===== src/rtl/inv_sub_bytes_engine.sv =====
// Iterative AES InvSubBytes: substitutes LANES bytes of a 128-bit state per clock
// between a valid/ready input handshake and a valid/ready output handshake.
module inv_sub_bytes_engine #(
    parameter int unsigned LANES = 4
) (
    input  logic         clk,
    input  logic         rst_n,
    input  logic         in_valid,
    output logic         in_ready,
    input  logic [127:0] data_in,
    output logic         out_valid,
    input  logic         out_ready,
    output logic [127:0] data_out,
    output logic         busy
);
    localparam int unsigned Beats = 16 / LANES;
    localparam int unsigned CntW  = (Beats > 1) ? $clog2(Beats) : 1;
    localparam logic [CntW-1:0] LastCnt = CntW'(Beats - 1);

    // Inverse S-box, entry 0 in the most significant byte.
    localparam logic [2047:0] InvSbox = {
        128'h52096ad53036a538bf40a39e81f3d7fb,
        128'h7ce339829b2fff87348e4344c4dee9cb,
        128'h547b9432a6c2233dee4c950b42fac34e,
        128'h082ea16628d924b2765ba2496d8bd125,
        128'h72f8f66486689816d4a45ccc5d65b692,
        128'h6c704850fdedb9da5e154657a78d9d84,
        128'h90d8ab008cbcd30af7e45805b8b34506,
        128'hd02c1e8fca3f0f02c1afbd0301138a6b,
        128'h3a9111414f67dcea97f2cfcef0b4e673,
        128'h96ac7422e7ad3585e2f937e81c75df6e,
        128'h47f11a711d29c5896fb7620eaa18be1b,
        128'hfc563e4bc6d279209adbc0fe78cd5af4,
        128'h1fdda8338807c731b11210592780ec5f,
        128'h60517fa919b54a0d2de57a9f93c99cef,
        128'ha0e03b4dae2af5b0c8ebbb3c83539961,
        128'h172b047eba77d626e169146355210c7d
    };

    typedef enum logic [1:0] {StIdle, StBusy, StDone} state_e;

    state_e          state_q;
    logic [CntW-1:0] cnt_q;
    logic [15:0][7:0] st_q, st_d;  // st_q[15] holds byte 0
    logic            in_ready_q, out_valid_q, busy_q;

    function automatic logic [7:0] inv_s(input logic [7:0] x);
        return InvSbox[{~x, 3'b000} +: 8];
    endfunction

    always_comb begin
        logic [3:0] idx;
        idx  = '0;
        st_d = st_q;
        for (int unsigned l = 0; l < LANES; l++) begin
            idx       = 4'(32'd15 - (32'(cnt_q) * LANES + l));
            st_d[idx] = inv_s(st_q[idx]);
        end
    end

    always_ff @(posedge clk or negedge rst_n) begin
        if (!rst_n) begin
            state_q     <= StIdle;
            cnt_q       <= '0;
            st_q        <= '0;
            in_ready_q  <= 1'b1;
            out_valid_q <= 1'b0;
            busy_q      <= 1'b0;
        end else begin
            case (state_q)
                StIdle: begin
                    if (in_valid) begin
                        st_q       <= data_in;
                        cnt_q      <= '0;
                        state_q    <= StBusy;
                        in_ready_q <= 1'b0;
                        busy_q     <= 1'b1;
                    end
                end
                StBusy: begin
                    st_q <= st_d;
                    if (cnt_q == LastCnt) begin
                        cnt_q       <= '0;
                        state_q     <= StDone;
                        out_valid_q <= 1'b1;
                    end else begin
                        cnt_q <= cnt_q + 1'b1;
                    end
                end
                StDone: begin
                    if (out_ready) begin
                        state_q     <= StIdle;
                        out_valid_q <= 1'b0;
                        in_ready_q  <= 1'b1;
                        busy_q      <= 1'b0;
                    end
                end
                default: begin
                    state_q     <= StIdle;
                    cnt_q       <= '0;
                    in_ready_q  <= 1'b1;
                    out_valid_q <= 1'b0;
                    busy_q      <= 1'b0;
                end
            endcase
        end
    end

    assign in_ready  = in_ready_q;
    assign out_valid = out_valid_q;
    assign busy      = busy_q;
    assign data_out  = st_q;

endmodule


===== config.mk =====
export PLATFORM = sky130hd
export DESIGN_NAME = inv_sub_bytes_engine
export DESIGN_NICKNAME = d
export VERILOG_FILES = /design/src/rtl/inv_sub_bytes_engine.sv
export SDC_FILE = /design/constraint.sdc
export NUM_CORES = 1
export LEC_CHECK = 0
export CORE_ASPECT_RATIO = 2
export CORE_MARGIN = 4
export CORE_UTILIZATION = 30
export CTS_BUF_LIST = sky130_fd_sc_hd__clkbuf_2 sky130_fd_sc_hd__clkbuf_4 sky130_fd_sc_hd__clkbuf_8
export DETAILED_ROUTE_END_ITERATION = 10
export GPL_TIMING_DRIVEN = 1
export PLACE_DENSITY = 0.5
export SKIP_CTS_REPAIR_TIMING = 1
export SLEW_MARGIN = 20
export SYNTH_ARGS = -nofsm -noshare
export SYNTH_HDL_FRONTEND = slang
export SYNTH_SLANG_ARGS = --single-unit

===== constraint.sdc =====
create_clock -name clk -period 3.46 [get_ports clk]
set_clock_uncertainty 0.05 [all_clocks]
set_input_delay 0.692 -clock clk [delete_from_list [all_inputs] [get_ports clk]]
set_output_delay 0.692 -clock clk [all_outputs]
set_load 0.02 [all_outputs]

==> metrics.txt <==
highest clock rate=283 MHz; pre-CTS setup slack=-491 ps; RSZ-0062 raised after global routing=true; syn_nets=3,006; worst skew pair latency=600 ps; Mapped Cells=2,790; maximum fanout along the worst path=8; Starting Density=0.302; post-synth top area cell=dfrtp_1; number of synthesized flops with an enable pin=0; 1st-pass router iterations=8; share of the synthesized area in the top cell type=0.167; Die X=191 um; height of the chip=374 um; Max stage delay on crit path=560 ps; CTS sink cnt=135; critical path's slowest cell=mux4_2; Die Footprint=0.0715 sq mm; CP cell instances=buf_12 > mux4_2 > clkinvlp_4 > buf_4 > ha_1 > buf_6 > buf_4 > o211ai_1 > a311oi_2 > o21ai_1 > o22ai_4 > o21ai_1; CP Class=reg2reg; status=finished, violations left; Finished Cell Area=0.0323 sq mm; Core ar.=0.0666 sq mm; Hold Slack=15.2 ps; Reg clk slew, reported paths=100 ps; WP data arrival=3950 ps; Synth cell types=93; fraction of layout cells with a size suffix above 1=0.359; DRC=0; top post-synthesis cells by area=dfrtp_1, o21ai_0, a21oi_1; Warnings, synthesis=0; failing checks=negative setup slack; I/O Pins=263; Required @ worst endpoint=3870 ps; first-pass GRT wire length=220,000 um; worst relative slew slack=0.517; Max Cap Violations=0; Routability Congestion=1.09; fin nets=3,786; Max Root-Sink Buffers=2; via count=30.7k; Area Overhead vs Synth=60.6%; setup slack, reg-to-reg=-80 ps; Worst Hold Class=in2async; CTS tree=done; count of state elements after synthesis=135; CTS Root Cell=clkbuf_8; endpoints failing hold=0; Detailed Place HPWL=122,000 um; Site Rows=134; total wire length=161,000 um; crit path launch type=flop; largest net degree at the start of global routing=60; Max Slew Vio Count=0; post-DR vias/cell=6.84; GR Util All Layers=0.423; Main synth FF type=dfrtp_1; Mapped Area=0.0201 sq mm; routed len/inst=36.0 um; vias in the first global route=29.8k; min Tclk post-route=3540 ps; post-synthesis sequential area ratio=0.168; Final period util=1.02; CTS buffer count=17; grt ovf=0; drt first-iter violations=3,945; Final WS setup=-78.2 ps; PortBufs=262; H-tree Lvls=4; syn_area_per_cell=7.21 sq um; # setup viols final=25; Async S/R FF share, synth=1.00; area post-placement=0.0287 sq mm; initial antenna violation count=17; Tightest Pin Transition=717 ps; Crit. End Element=flop; DRT antenna net count=0
## metrics by stage
| stage | setup TNS [ps] | instances | utilization |
|---|---|---|---|
| after floorplan | 0 | 2790 | - |
| after global placement | -29630 | 4363 | 0.432 |
| after detailed placement | -27960 | 4363 | 0.432 |
| after CTS | -33410 | 4395 | 0.439 |
| after global routing | -2410 | 4480 | 0.485 |
| final | -713 | 4482 | 0.485 |
## synthesized netlist by cell type, types with 68 or more instances
cell and n:
o21ai_0 253, nand3_1 110, a21oi_1 211, a22oi_1 114, buf_2 95, ha_1 84, dfrtp_1 134, clkbuf_1 189
nand2_1 236, nor3_1 68, o211ai_1 85, a31oi_1 76, nor2_1 188
## worst max-delay path, delay by kind of cell (launching register included)
kind	cells	cell delay [ps]
muxes	1	560
buffers and inverters	5	920
AOI/OAI and AO/OA	5	1110
adders and majority gates	1	250
DFF	1	510
## registers in the layout, indices dropped and copies added, names as in the netlist
register   cells
busy           1
cnt_q          2
data_out     128
in_ready       1
out_valid      1
state_q        2
## cells in the final DEF (no fill, tap or decap), types with 43 or more instances in the layout
master           count
nand2b_1            44
nor3_1              60
buf_6               44
o21ai_1             79
mux2i_1             55
ha_1                54
nand2_1            214
buf_4              705
a21oi_1            176
nor2_1             172
a31oi_1             69
o21ai_0            162
o211ai_1            85
clkdlybuf4s50_1    261
dfrtp_1            132
a211oi_1            43
buf_12              54
a22oi_1            113
o22ai_1             52
nand3_1            104
## logic make-up after synthesis
kind of cell,count (synthesis),share of synthesized area
muxes,118,0.0781
and+or+nand+nor,844,0.201
AOI/OAI and AO/OA,1233,0.416
buffers and inverters,365,0.0798
adders and majority gates,86,0.0533
DFF,135,0.168
xor gates and xnor gates,9,0.00392
## worst paths after layout
kind                       cells after the start            end  startpoint
max in group asynchronous                      2   data_out[60]       rst_n
setup reg to reg                              12  data_out[115]    cnt_q[0]
hold / removal                                 1   data_out[85]       rst_n
hold reg to reg                                2      out_valid   out_valid
setup / recovery                              12  data_out[115]    cnt_q[0]
min in group clk                               2      out_valid   out_valid
## final cells by class
cell class	instances	area, sq um
timing repair buffer	1086	9910
inverter	39	195
antenna	15	37.5
clock buffer	18	248
sequential	135	3390
fill	6660	34300
clock inverter	14	244
tap	884	1110
multi-input combinational	2291	17200
## per-layer routing
metal | up-vias | share of wire | wire (um) | track usage
li1 | 12475 | - | - | -
met1 | 14580 | 0.30 | 49000 | 0.419
met2 | 2582 | 0.47 | 76000 | 0.710
met3 | 1032 | 0.093 | 15000 | 0.0960
met4 | 0 | 0.13 | 21300 | 0.411
met5 | - | 0 | 0 | 0
Power is not shown: default switching activity piles up to over one toggle a cycle in this logic, so the estimate is an artifact.
